===== src/rtl/triangle_collector_pkg.sv =====
// ============================================================================
// Module   : triangle_collector_pkg
// Brief    : Shared grid-size default and collector FSM state encoding.
// Revision : 1.0
// ============================================================================
`default_nettype none

package triangle_collector_pkg;

    localparam int COORD_W_DEFAULT = 3;

    typedef enum logic [1:0] {
        ST_IDLE    = 2'd0,
        ST_COLLECT = 2'd1,
        ST_DONE    = 2'd2
    } tc_state_t;

endpackage

`default_nettype wire


===== src/rtl/tc_bitmap.sv =====
// ============================================================================
// Module   : tc_bitmap
// Brief    : Square pixel flop array with sync clear, one set port,
//            already-set flag and combinational row read.
// Revision : 1.0
// ============================================================================
`default_nettype none

module tc_bitmap
    import triangle_collector_pkg::*;
#(
    parameter int COORD_W = COORD_W_DEFAULT
) (
    input  logic                      clk,
    input  logic                      reset,
    input  logic                      clr,
    input  logic                      set_en,
    input  logic [COORD_W-1:0]        set_x,
    input  logic [COORD_W-1:0]        set_y,
    output logic                      set_hit,
    input  logic [COORD_W-1:0]        rd_y,
    output logic [(1<<COORD_W)-1:0]   rd_row
);

    localparam int c_dim = 1 << COORD_W;

    logic [c_dim*c_dim-1:0] w_bits;
    logic [c_dim-1:0]       w_onehot;

    always_comb begin
        w_onehot        = '0;
        w_onehot[set_x] = 1'b1;
    end

    // Clear takes priority over the old contents but not over a same-cycle set.
    for (genvar gy = 0; gy < c_dim; gy++) begin : g_row
        logic             w_row_sel;
        logic [c_dim-1:0] r_row;

        assign w_row_sel = set_en && (set_y == COORD_W'(gy));

        always_ff @(posedge clk or negedge reset) begin
            if (!reset) begin
                r_row <= '0;
            end else if (clr || w_row_sel) begin
                r_row <= (clr ? '0 : r_row) | (w_row_sel ? w_onehot : '0);
            end
        end

        assign w_bits[gy*c_dim +: c_dim] = r_row;
    end

    assign set_hit = w_bits[{set_y, set_x}];
    assign rd_row  = w_bits[{rd_y, {COORD_W{1'b0}}} +: c_dim];

endmodule

`default_nettype wire


===== src/rtl/triangle_collector.sv =====
// ============================================================================
// Module   : triangle_collector
// Brief    : Captures rasterizer pixel strobes into a bitmap and reports
//            distinct-pixel count, bounding box and protocol errors.
// Revision : 1.0
// ============================================================================
`default_nettype none

module triangle_collector
    import triangle_collector_pkg::*;
#(
    parameter int COORD_W = COORD_W_DEFAULT
) (
    input  logic                      clk,
    input  logic                      reset,
    input  logic                      busy,
    input  logic                      po,
    input  logic [COORD_W-1:0]        xo,
    input  logic [COORD_W-1:0]        yo,
    input  logic [COORD_W-1:0]        rd_y,
    output logic [(1<<COORD_W)-1:0]   rd_row,
    output logic                      done,
    output logic [2*COORD_W:0]        pix_cnt,
    output logic [COORD_W-1:0]        xmin,
    output logic [COORD_W-1:0]        xmax,
    output logic [COORD_W-1:0]        ymin,
    output logic [COORD_W-1:0]        ymax,
    output logic                      empty,
    output logic                      dup_err,
    output logic                      proto_err
);

    localparam int                 c_cnt_w = 2*COORD_W + 1;
    localparam logic [c_cnt_w-1:0] c_full  = {1'b1, {(2*COORD_W){1'b0}}};

    tc_state_t           r_state;
    logic                r_busy_q;
    logic [c_cnt_w-1:0]  r_pix_cnt;
    logic [COORD_W-1:0]  r_xmin, r_xmax, r_ymin, r_ymax;
    logic                r_done, r_empty, r_dup_err, r_proto_err;

    logic                w_rise, w_capture, w_hit, w_dup, w_first, w_new;
    logic [c_cnt_w-1:0]  w_cnt_base, w_cnt_next;

    // Edge detector resets high so a busy already asserted at reset release is not a rise.
    assign w_rise     = busy & ~r_busy_q;
    assign w_capture  = po & (w_rise | (r_state == ST_COLLECT));
    assign w_dup      = w_capture & w_hit & ~w_rise;
    assign w_cnt_base = w_rise ? '0 : r_pix_cnt;
    assign w_first    = (w_cnt_base == '0);
    assign w_new      = w_capture & ~w_dup & (w_cnt_base != c_full);
    assign w_cnt_next = w_cnt_base + {{(c_cnt_w-1){1'b0}}, w_new};

    tc_bitmap #(
        .COORD_W (COORD_W)
    ) u_bitmap (
        .clk     (clk),
        .reset   (reset),
        .clr     (w_rise),
        .set_en  (w_capture),
        .set_x   (xo),
        .set_y   (yo),
        .set_hit (w_hit),
        .rd_y    (rd_y),
        .rd_row  (rd_row)
    );

    always_ff @(posedge clk or negedge reset) begin
        if (!reset) begin
            r_state     <= ST_IDLE;
            r_busy_q    <= 1'b1;
            r_pix_cnt   <= '0;
            r_xmin      <= '0;
            r_xmax      <= '0;
            r_ymin      <= '0;
            r_ymax      <= '0;
            r_done      <= 1'b0;
            r_empty     <= 1'b0;
            r_dup_err   <= 1'b0;
            r_proto_err <= 1'b0;
        end else begin
            r_busy_q  <= busy;
            r_pix_cnt <= w_cnt_next;

            if (w_rise) begin
                r_xmin      <= '0;
                r_xmax      <= '0;
                r_ymin      <= '0;
                r_ymax      <= '0;
                r_dup_err   <= 1'b0;
                r_proto_err <= 1'b0;
            end

            if (w_capture) begin
                if (w_first) begin
                    r_xmin <= xo;
                    r_xmax <= xo;
                    r_ymin <= yo;
                    r_ymax <= yo;
                end else begin
                    if (xo < r_xmin) r_xmin <= xo;
                    if (xo > r_xmax) r_xmax <= xo;
                    if (yo < r_ymin) r_ymin <= yo;
                    if (yo > r_ymax) r_ymax <= yo;
                end
            end

            if (w_dup)
                r_dup_err <= 1'b1;
            if (po && !w_capture)
                r_proto_err <= 1'b1;

            case (r_state)
                ST_IDLE, ST_DONE: begin
                    if (w_rise) begin
                        r_state <= ST_COLLECT;
                        r_done  <= 1'b0;
                        r_empty <= 1'b0;
                    end
                end
                ST_COLLECT: begin
                    if (!busy) begin
                        r_state <= ST_DONE;
                        r_done  <= 1'b1;
                        r_empty <= (w_cnt_next == '0);
                    end
                end
                default: begin
                    r_state <= ST_IDLE;
                    r_done  <= 1'b0;
                    r_empty <= 1'b0;
                end
            endcase
        end
    end

    assign done      = r_done;
    assign pix_cnt   = r_pix_cnt;
    assign xmin      = r_xmin;
    assign xmax      = r_xmax;
    assign ymin      = r_ymin;
    assign ymax      = r_ymax;
    assign empty     = r_empty;
    assign dup_err   = r_dup_err;
    assign proto_err = r_proto_err;

endmodule

`default_nettype wire


===== config.mk =====
export PLATFORM = sky130hd
export DESIGN_NAME = triangle_collector
export DESIGN_NICKNAME = d
export VERILOG_FILES = /design/src/rtl/triangle_collector_pkg.sv /design/src/rtl/tc_bitmap.sv /design/src/rtl/triangle_collector.sv
export SDC_FILE = /design/constraint.sdc
export NUM_CORES = 1
export LEC_CHECK = 0
export BUFFER_PORTS_ARGS = -buffer_cell sky130_fd_sc_hd__buf_2
export CAP_MARGIN = 25
export CORE_ASPECT_RATIO = 0.6
export CORE_UTILIZATION = 50
export DETAILED_ROUTE_END_ITERATION = 8
export PLACE_DENSITY_LB_ADDON = 0.2
export RECOVER_POWER = 100
export SYNTH_ARGS = -nofsm -noshare
export SYNTH_HDL_FRONTEND = slang
export SYNTH_SLANG_ARGS = --single-unit

===== constraint.sdc =====
create_clock -name clk -period 4.1 [get_ports clk]
set_input_delay 0.82 -clock clk [delete_from_list [all_inputs] [get_ports clk]]
set_output_delay 0.82 -clock clk [all_outputs]
set_load 0.05 [all_outputs]

After elaboration in Yosys (flattened, before gate mapping)

Index checks and enable logic that the tools add are counted.

Add/sub/neg operators: 1
Bitwise operators: 18
$lt $le $gt $ge: 7
Reduce and logical (&&, ||, !) cells: 27
Equal/unequal tests: 12
Mux-type cells: 47
Shifts and indexed selects: 1

Operators by type and width:

| cell                                                        | count |
|---|---|
| two-way mux 8 bit                                           | 16 |
| bitwise OR 8 bit                                            | 8 |
| indexed part select 64 x 7 -> 8 bit                         | 1 |
| two-way mux 3 bit                                           | 16 |
| logical NOT 7 bit                                           | 2 |
| == test 3 bit (second input constant)                       | 4 |
| logical AND 1 bit                                           | 10 |
| logical OR 1 bit                                            | 8 |
| adder 7 x 1 -> 7 bit                                        | 1 |
| less-than comparator 6 x 7 -> 1 bit (second input constant) | 1 |
| two-way mux 1 bit                                           | 7 |
| two-way mux 7 bit                                           | 1 |
| inequality test 7 bit (second input constant)               | 1 |
| AND 1 bit                                                   | 6 |
| binary-select mux 1 bit (select 6 bit)                      | 1 |
| == test 3 x 2 -> 1 bit (second input constant)              | 2 |
| > comparator 3 bit                                          | 2 |
| less-than comparator 3 bit                                  | 2 |
| less-than comparator 3 x 4 -> 1 bit (second input constant) | 1 |
| two-way mux 2 bit                                           | 2 |
| one-hot mux 1 bit (2 select lines)                          | 2 |
| one-hot mux 2 bit (2 select lines)                          | 1 |
| nonzero test 2 bit                                          | 2 |
| demux 1 bit (select 3 bit)                                  | 1 |
| other kinds (13)                                            | 15 |

Output and inout bits: 31
Flip-flop bits (word level): 90
Logic and storage cells: 132

Logic depth before layout (Yosys ltp)

Gate-level depths: netlist (run 1).

Depth in word-level cells: 13
Gate-level depth with buffers: 15
Depth with buffers taken out: 13

By module

Synthesis (run 1) repeated with hierarchy kept, for this count alone.

Cells, all modules: 470
Area total of the unflattened synthesis: 5011.1 µm²

Modules (own cells, without submodules):

| module             | seq. area each (µm²) | times used | area each (µm²) | cells each |
|---|---|---|---|---|
| tc_bitmap          | 1601.5               | 1          | 3525.9          | 321 |
| triangle_collector | 651.9                | 1          | 1485.2          | 149 |

Least setup slack after synthesis (run 1)

Ideal clock, no wire load.

Path kind: input -> register
Start point: input port xo[0]
End point: register r_empty, in the netlist empty
Data arrival time: 3.487 ns
Path slack: 0.518 ns
Stages: 13
Library setup time: 0.095 ns
Path through: buf_4 -> and2_4 -> buf_6 -> a221oi_2 -> o221ai_1 -> a22oi_1 -> nand4_1 -> a21oi_1 -> ha_1 -> ha_1 -> or4_1 -> or4_1 -> o31ai_1

Cells in the longest elaborated chain, start to end: 11

RTL lines:

| what                                    | RTL line                  | RTL |
|---|---|---|
| start, declared                         | triangle_collector.sv:18  | `input logic [COORD_W-1:0] xo,` |
| binary-select mux 1 bit (select 6 bit)  | tc_bitmap.sv:53           | `assign set_hit = w_bits[{set_y, set_x}];` |
| two-way mux 1 bit (not written as such) | tc_bitmap.sv:53           |  |
| AND 1 bit (2 in a row)                  | triangle_collector.sv:48  | `assign w_dup = w_capture & w_hit & ~w_rise;` |
| NOT 1 bit                               | triangle_collector.sv:51  | `assign w_new = w_capture & ~w_dup & (w_cnt_base != c_full);` |
| AND 1 bit (2 in a row)                  | triangle_collector.sv:51  |  |
| adder 7 x 1 -> 7 bit                    | triangle_collector.sv:52  | `assign w_cnt_next = w_cnt_base + {{(c_cnt_w-1){1'b0}}, w_new};` |
| named net w_cnt_next[1]                 | triangle_collector.sv:43  | `logic [c_cnt_w-1:0] w_cnt_base, w_cnt_next;` |
| logical NOT 7 bit                       | triangle_collector.sv:125 | `r_empty <= (w_cnt_next == '0);` |
| two-way mux 1 bit                       | triangle_collector.sv:122 | `if (!busy) begin` |
| one-hot mux 1 bit (2 select lines)      | triangle_collector.sv:113 | `case (r_state)` |
| end signal, assigned                    | triangle_collector.sv:125 |  |
| end, declared                           | triangle_collector.sv:40  | `logic r_done, r_empty, r_dup_err, r_proto_err;` |

The timed path passes the listed nets, and every way through them passes these cells. The select of a mux whose other input is x is not followed.
A chain may end at the register's enable or synchronous reset.

Worst setup path after layout (run 1)

Start point: input port xo[1]
End point: register r_empty, in the netlist empty

Same word-level chain as after synthesis.

==> results of run 1 <==
-- power by group through the flow --
stage | clock, W | sequential, W | combinational (W)
3_5_place_dp | 0 | 0.000992 | 0.000515
5_1_grt | 0.000882 | 0.000984 | 0.000546
3_3_place_gp | 0 | 0.000989 | 0.000504
2_1_floorplan | 0 | 0.00113 | 0.000222
6_report | 0.000826 | 0.000978 | 0.000502
4_1_cts | 0.000844 | 0.000975 | 0.000517
-- synth_stat cells (all sizes together), types with 9 or more instances --
cell type / count / area [um2]
dfrtp: 88 / 2200
nand2: 60 / 225
o21ai: 35 / 175
a22o: 28 / 245
mux2i: 21 / 210
mux4: 21 / 480
inv: 18 / 67.6
buf: 15 / 119
clkbuf: 14 / 52.6
nor2: 13 / 51.3
ha: 12 / 150
nor3: 11 / 60.1
mux2: 10 / 113
a221oi: 9 / 91.3
-- layout make-up --
| type | instances | area [um2] | share of cell area |
|---|---|---|---|
| flip-flops and latches | 89 | 2230 | 0.404 |
| multi-input cells | 300 | 2390 | 0.434 |
| repair buffers | 70 | 365 | 0.0662 |
| clock buffers | 11 | 243 | 0.0440 |
| inverters | 19 | 71.3 | 0.0129 |
| well taps | 130 | 163 | 0.0295 |
| clock inverters | 5 | 55.1 | 0.00998 |
-- stage by stage --
step | utilization | cells | setup slack, ns | power (W) | TNS (ns)
floorplan | - | 437 | 0.518 | 0.00136 | 0
global placement | 0.566 | 606 | 0.0469 | 0.00149 | 0
detailed placement | 0.566 | 606 | -0.0424 | 0.00151 | -0.0424
CTS | 0.598 | 622 | 0.290 | 0.00234 | 0
global route | 0.592 | 624 | 0.0178 | 0.00241 | 0
finish | 0.592 | 624 | 0.266 | 0.00231 | 0
-- kinds of logic after synthesis --
group	count (synthesis)
AO/OA/AOI/OAI	119
AND/OR/NAND/NOR	112
flip-flops	89
multiplexers	52
buffers and inverters	48
adder cells (fa/ha/maj)	12
XOR/XNOR	5
-- worst reg2reg max path, stage by stage, from the launching register on --
cell	delay (ns)
dfstp_2	0.54
and2b_1	0.24
o21ai_0	0.45
clkbuf_1	0.22
nor3_1	0.10
nand3_1	0.08
nand4_1	0.17
a21oi_1	0.20
ha_1	0.22
ha_1	0.25
or4_1	0.47
or4_1	0.42
o31ai_1	0.21
-- sequential cells by signal, indices dropped and copies added (netlist names) --
signal	flops
pix_cnt	7
ymax	3
xmin	3
r_state	2
empty	1
dup_err	1
r_busy_q	1
ymin	3
proto_err	1
xmax	3
u_bitmap.g_row.r_row	64
-- routing by layer --
layer  global-route usage  wire length [um]
met2                0.411              5900
met3                0.106              1430
met4               0.0647                55
met5                    0                 0
met1                0.451              6600
-- path summary, 6_finish.rpt --
path / to / slack, ns / startpoint / cells past startpoint
max in group asynchronous: u_bitmap.g_row[0].r_row[3] / 1.22 / reset / 2
min: empty / 0.48 / empty / 2
max: empty / 0.27 / xo[1] / 13
max reg2reg: empty / 0.47 / r_busy_q / 12
min reg2reg: empty / 0.48 / empty / 2
min in group asynchronous: pix_cnt[6] / 0.90 / reset / 1
==> results_dict.tcl, run 1 <==
set metrics [dict create \
    drive_above_1_share 0.174 \
    power_per_cell_area_nw_per_um2 418 \
    cts-root-buf "clkbuf_16" \
    numCtsBuffers 9 \
    power_frac_seq 0.424 \
    postCtsHoldBufs 0 \
    cts-resized-gates 0 \
    core_area_um2 9320 \
    clk_pin_slew_worst_paths_ns 0.06 \
    synth_seq_cells 89 \
    p_switching_w 0.000750 \
    cp_slowest_stage_delay_ns 0.47 \
    p_int_w 0.00156 \
    worstSetupPathType "input port to flop" \
    max-slew-margin-rel -0.563 \
    cap_violations 2 \
    synthArstFlopShare 1.00 \
    synth-xor-area-share 0.00900 \
    period_needed_ns 3.83 \
    mostFrequentLayoutCells "dfrtp_1, nand2_1, clkbuf_1, o21ai_0, a22o_1" \
    pwr-share-clk 0.358 \
    grt_antenna_before_repair 0 \
    syn_inst 437 \
    final-hold-violation-count 0 \
    drtAntennaViolNets 0 \
    cp_num_buf_inv 2 \
    die_x_um 129 \
    max-clock-path-buffers 2 \
    drcViolationCount 0 \
    synthMuxAreaShare 0.165 \
    yosysSeqAreaShare 0.458 \
    critPathLaunchType "input port" \
    start_util 0.522 \
    syn-cell-area_um2 4870 \
    cts_sinks 89 \
    row_count 27 \
    cp-end-kind "flop" \
    rsz0062_at_grt "false" \
    dieArea_um2 10100 \
    wl_um 14000 \
    design_area_um2 5520 \
    path_max_fanout 17 \
    skew_ns 0.00680 \
    clock_latency_ns 0.34 \
    nets 514 \
    violations "capacitance limit, slew limit" \
    port_buffers 43 \
    synth_compound_area_frac 0.182 \
    track_usage 0.300 \
    yosys.area_share.simple 0.105 \
    synth-edff-count 0 \
    ys_warn_count 0 \
    drv_slew 120 \
    synthAdderAreaFrac 0.0309 \
    post_drt_via_cell_ratio 6.34 \
    hpwl_um 10300 \
    grt_max_degree 66 \
    diodes 0 \
    ir_drop_uv 227 \
    synth.distinct_cells 61 \
    area_growth_pct 13.4 \
    max_freq_mhz 261 \
    place_congestion 1.02 \
    tritoncts "built" \
    worstPathCellList "buf_2, buf_4, and2_4, a221oi_1, nor3_1, nor3_1, nand4_1, a21oi_1, ha_1, ha_1, or4_1, or4_1, o31ai_1" \
    synth_top_family_by_area "compound AO/OA/AOI/OAI gates" \
    cts_setup_buffers 0 \
    tightest_slew_ns 2.34 \
    p_sw_frac 0.325 \
    critPathSlowestCell "or4_1" \
    drt-initial-drc-count 461 \
    power.leakage_nw 2.46 \
    grt_pass1_wl_um 22100 \
    worstPathRequired_ns 4.35 \
    h-tree-depth 3 \
    arrival_ns 4.08 \
    dr.pass1.iters 5 \
    setup_viol 0 \
    final_common_cell "dfrtp_1" \
    syn_nets 462 \
    holdWs_ns 0.479 \
    vias 3956 \
    power_frac_comb 0.218 \
    ys.flop_type "dfrtp_1" \
    fill_cells 808 \
    grt_pass1_vias 3876 \
    critPathTopFamily "simple AND/OR/NAND/NOR gates" \
    post_drt_wl_per_cell_um 22.4 \
    ioPinCount 44 \
    post-route-period-util 0.935 \
    overflow 0 \
    min_path_type "flop to flop" \
    post_dp_cell_area_um2 5280 \
    die_y_um 78.4 \
    synth_area_per_cell_um2 11.1 \
    outcome "complete, but fails checks" \
]
Power figures use the tool's default switching activity.
==> run 2: changes to the inputs <==
Settings changed: CELL_PAD_IN_SITES_DETAIL_PLACEMENT set to 0, CELL_PAD_IN_SITES_GLOBAL_PLACEMENT set to 2, CORE_UTILIZATION 50 to 43, PLACE_DENSITY_LB_ADDON 0.2 to 0.3.
Clock period 4.1 ns to 4.6 ns, I/O delays scaled along.
==> run 2 against run 1 <==
  * The flow still finishes with violations (capacitance limit, slew limit)
  * Die area increased by 16%
  * Critical path depth fell by 1
  * Sequential share of layout area increased by 0.46 points
  * Register-to-register slack better by 0.28 ns
  * Critical path type unchanged
==> results_dict.tcl, run 2 (same netlist as run 1, synthesis figures left out) <==
set metrics [dict create \
    outcome "complete, but fails checks" \
    violations "capacitance limit, slew limit" \
    port_buffers 43 \
    drcViolationCount 0 \
    holdPathStages 2 \
    cp-end-kind "flop" \
    drive_above_1_share 0.150 \
    grt_antenna_before_repair 0 \
    ir_drop_uv 189 \
    setup_viol 0 \
    critPathLaunchType "input port" \
    period_needed_ns 4.21 \
    grt_pass1_wl_um 23000 \
    cap_violations 1 \
    place_congestion 0.869 \
    post_dp_cell_area_um2 5200 \
    clock_latency_ns 0.34 \
    max_freq_mhz 238 \
    regMostFlops "u_bitmap.g_row.r_row" \
    r2r-end "empty" \
    dr.pass1.iters 5 \
    path_max_fanout 7 \
    max-slew-margin-rel -1.18 \
    drtAntennaViolNets 0 \
    min_to "u_bitmap.g_row[2].r_row[6]" \
    dieArea_um2 11800 \
    drv_slew 61 \
    grt_max_degree 84 \
    hpwl_um 9980 \
    worstPathRequired_ns 4.84 \
    area_growth_pct 12.1 \
    grt_pass1_vias 3865 \
    power_per_cell_area_nw_per_um2 388 \
    ff2ff_path_depth 11 \
    die_x_um 139 \
    post-route-period-util 0.915 \
    ioPinCount 44 \
    arrival_ns 4.45 \
    drt-initial-drc-count 368 \
    core_area_um2 10800 \
    post_drt_wl_per_cell_um 22.5 \
    holdWs_ns 0.508 \
    reg2reg_setup_slack_ns 0.75 \
    r2r-start "r_state[1]" \
    largest_reg_flops 64 \
    overflow 0 \
    die_y_um 84.4 \
    postCtsHoldBufs 0 \
    diodes 0 \
    worstSetupPathType "input port to flop" \
    cts_sinks 89 \
    setup_tns_ns 0 \
    total_power_w 0.00212 \
    post_drt_via_cell_ratio 6.30 \
    nets 500 \
    h-tree-depth 3 \
    tightest_slew_ns 3.28 \
    start_util 0.452 \
    worstPathCellList "clkbuf_1, and2b_1, o21ai_1, nor3_1, a22oi_1, nand4_1, a21oi_1, ha_1, ha_1, or4_1, or4_1, o31ai_1" \
    max-clock-path-buffers 2 \
    cts-resized-gates 0 \
    wl_um 13900 \
    row_count 29 \
    track_usage 0.260 \
    design_area_um2 5460 \
    cts-root-buf "clkbuf_16" \
    tritoncts "built" \
    mostFrequentLayoutCells "dfrtp_1, nand2_1, clkbuf_1, o21ai_0, a22o_1" \
    critPathSlowestCell "nor3_1" \
    final-hold-violation-count 0 \
    cp_slowest_stage_delay_ns 0.68 \
    clk_pin_slew_worst_paths_ns 0.07 \
    skew_ns 0.00599 \
    final_common_cell "dfrtp_1" \
    power.leakage_nw 2.41 \
    hp-start "u_bitmap.g_row[2].r_row[6]" \
    numCtsBuffers 9 \
    min_path_type "flop to flop" \
    rsz0062_at_grt "false" \
    vias 3899 \
    cts_setup_buffers 0 \
]
[run 2: cell type report]
type / count / area [um2]
Clock buffer: 9 / 225
Clock inverter: 7 / 101
Fill cell: 993 / 5320
Inverter: 19 / 71.3
Multi-Input combinational cell: 300 / 2390
Sequential cell: 89 / 2230
Tap cell: 139 / 174
Timing Repair Buffer: 56 / 265
[run 2: worst max-delay path, delay by kind of cell]
family	cells	cell delay, ns
buffers and inverters	1	0.25
adder cells (fa/ha/maj)	2	0.57
AND/OR/NAND/NOR	5	2.04
AO/OA/AOI/OAI	4	0.66
[run 2: worst max-delay path by stage]
stage / cells after the start / endpoint / start / slack [ns]
after floorplan: 13 / empty / xo[0] / 0.92
after global placement: 12 / empty / xo[1] / 0.36
after detailed placement: 12 / empty / xo[1] / 0.24
after CTS: 12 / empty / xo[1] / 0.59
after global routing: 12 / empty / busy / 0.26
final: 12 / empty / busy / 0.39
[run 2: metrics by stage]
| step | cells | setup slack, ns | utilization |
|---|---|---|---|
| after global routing | 619 | 0.265 | 0.506 |
| final | 619 | 0.391 | 0.506 |
| after CTS | 619 | 0.587 | 0.513 |
| after global placement | 602 | 0.363 | 0.482 |
| after floorplan | 437 | 0.918 | - |
| after detailed placement | 603 | 0.238 | 0.482 |
[run 2: power breakdown]
part	total [W]	switching (W)	internal, W	leakage (nW)
Sequential	0.000874	0.0000436	0.000830	1.22
Combinational	0.000438	0.000322	0.000116	1.04
Clock	0.000805	0.000324	0.000481	0.153
[run 2: routing by layer]
layer	GRT usage	vias up	wire, um
met5	0	-	0
li1	-	1712	-
met1	0.423	2012	7130
met4	0.0525	0	136
met3	0.0645	10	1070
met2	0.338	165	5580
==> run 3: changes to the inputs <==
Settings changed: ABC_AREA set to 1, CORE_UTILIZATION 43 to 35, REMOVE_ABC_BUFFERS set to 1.
Clock period 4.6 ns to 4.8 ns, I/O delays scaled along.
==> run 3 against run 2 <==
  * The flow still finishes with violations (capacitance limit, slew limit)
  * Final cell count rose by 34%
  * Combinational power grew 25%
  * Synthesized cell count is 43% higher
  * Critical path type is now input port to output pin
==> results_dict.tcl, run 3 <==
set metrics [dict create \
    largest_reg_flops 64 \
    critPathSlowestCell "a221oi_1" \
    synth_top_family_by_area "simple AND/OR/NAND/NOR gates" \
    track_usage 0.221 \
    final-hold-violation-count 0 \
    synth_top_area_cell "dfrtp_1" \
    worstPathCellList "buf_2, inv_1, a21oi_1, a221oi_1, a31oi_1, clkbuf_1" \
    dr.pass1.iters 5 \
    row_count 32 \
    synth_seq_cells 89 \
    cp-end-kind "output pin" \
    postCtsHoldBufs 0 \
    diodes 0 \
    grt_pass1_vias 4139 \
    numCtsBuffers 9 \
    regMostFlops "u_bitmap.g_row.r_row" \
    cp_num_buf_inv 3 \
    synth-edff-count 0 \
    netlist.area_leader.share 0.452 \
    drtAntennaViolNets 0 \
    hpwl_um 10500 \
    wl_um 14900 \
    worstSetupPathType "input port to output pin" \
    place_congestion 0.838 \
    drv_slew 53 \
    synthMuxAreaShare 0 \
    vias 4409 \
    dieArea_um2 14400 \
    clock_latency_ns 0.34 \
    post-route-period-util 0.834 \
    grt_pass1_wl_um 24000 \
    h-tree-depth 3 \
    syn-cell-area_um2 4870 \
    fill_cells 1389 \
    mostFrequentLayoutCells "nand2_1, inv_1, dfrtp_1, o22ai_1, nand3_1" \
    final_common_cell "nand2_1" \
    max_freq_mhz 250 \
    power_per_cell_area_nw_per_um2 399 \
    skew_ns 0.00584 \
    die_x_um 154 \
    cts-root-buf "clkbuf_16" \
    syn_inst 623 \
    port_buffers 43 \
    path_max_fanout 24 \
    yosys.area_share.simple 0.221 \
    critPathLaunchType "input port" \
    power.leakage_nw 2.59 \
    synthAdderAreaFrac 0.0308 \
    outcome "complete, but fails checks" \
    period_needed_ns 4.00 \
    clk_pin_slew_worst_paths_ns 0.07 \
    ys.flop_type "dfrtp_1" \
    setup_viol 0 \
    drive_above_1_share 0.0653 \
    synthArstFlopShare 1.00 \
    post_drt_via_cell_ratio 5.32 \
    holdWs_ns 0.495 \
    ir_drop_uv 183 \
    synthTopCellsByArea "dfrtp_1, nand2_1, o22ai_1, inv_1, nand3_1" \
    rsz0062_at_grt "false" \
    cts_setup_buffers 0 \
    synth-xor-area-share 0.00719 \
    tightest_slew_ns 3.01 \
    drt-initial-drc-count 373 \
    post_drt_wl_per_cell_um 18.0 \
    violations "capacitance limit, slew limit" \
    drcViolationCount 0 \
    critPathTopFamily "buffers and inverters" \
    setup_tns_ns 0 \
    start_util 0.369 \
    arrival_ns 3.04 \
    synth_compound_area_frac 0.183 \
    yosysMostFrequentCell "nand2_1" \
    cap_violations 1 \
    synth.distinct_cells 26 \
    ys_warn_count 0 \
    nets 679 \
    max-slew-margin-rel -1.01 \
    grt_antenna_before_repair 0 \
    area_growth_pct 11.7 \
    overflow 0 \
    synthTopCellsByCount "nand2_1, dfrtp_1, inv_1, o22ai_1, nand3_1" \
    die_y_um 93.4 \
    yosysSeqAreaShare 0.458 \
    max-clock-path-buffers 2 \
    cts_sinks 89 \
    worstPathRequired_ns 3.84 \
    synth_area_per_cell_um2 7.82 \
    min_path_type "flop to flop" \
    core_area_um2 13200 \
    cp_slowest_stage_delay_ns 0.65 \
    ioPinCount 44 \
    grt_max_degree 53 \
    multiInputGateArea_um2 2110 \
    cts-resized-gates 0 \
    seq_area_um2 2230 \
    tritoncts "built" \
]
==> run 3: cell types whose count changed after synthesis, sizes merged, moves of 9 or more <==
cell	previous run	this run
mux2	10	0
inv	18	95
mux4	21	0
a21oi	8	30
nand3	6	60
mux2i	21	0
nor3	11	2
nor2	13	31
o22ai	2	66
a22o	28	0
nand2	60	146
==> run 3: per-layer routing <==
| metal | track usage | routed length [um] | vias up |
|---|---|---|---|
| met1 | 0.356 | 8060 | 2121 |
| met5 | 0 | 0 | - |
| met3 | 0.0575 | 1130 | 9 |
| met4 | 0.0355 | 81 | 0 |
| li1 | - | - | 2148 |
| met2 | 0.287 | 5620 | 131 |
==> run 3: per-stage QoR <==
stage,worst slack (ns),power (W),cell area [um2],util,instances
finish,0.798,0.00217,5440,0.412,829
global route,0.542,0.00229,5440,0.412,829
CTS,0.996,0.00222,5530,0.418,829
detailed placement,0.909,0.00143,5200,0.394,813
global placement,0.943,0.00142,5200,0.394,813
floorplan,1.05,0.00125,4740,-,596
==> run 3: cells by family (layout without fill, tap and decap cells) <==
logic type / count (synthesis) / after routing
flip-flops: 89 / 89
XOR/XNOR: 4 / 4
AND/OR/NAND/NOR: 242 / 242
AO/OA/AOI/OAI: 154 / 154
buffers and inverters: 122 / 158
adder cells (fa/ha/maj): 12 / 12
==> run 3: final timing paths <==
path | startpoint | endpoint | slack, ns | cells after the start
setup / recovery | rd_y[0] | rd_row[5] | 0.80 | 6
hold / removal | r_state[0] | r_state[0] | 0.49 | 1
setup reg to reg | r_busy_q | empty | 1.52 | 14
hold reg to reg | r_state[0] | r_state[0] | 0.49 | 1
max in group asynchronous | reset | r_busy_q | 1.41 | 2
min in group asynchronous | reset | xmax[2] | 1.59 | 1
==> run 3: where the power goes <==
part           switching [W]  internal [W]
logic               0.000423      0.000123
registers          0.0000394      0.000805
clock network       0.000317      0.000462
total               0.000779       0.00139
==> run 3: cell type report <==
type,count,area share
multi-input combinational,412,0.388
clock inverter,7,0.0184
clock buffer,9,0.0414
tap,170,0.0391
sequential,89,0.410
timing repair buffer,47,0.0375
inverter,95,0.0655
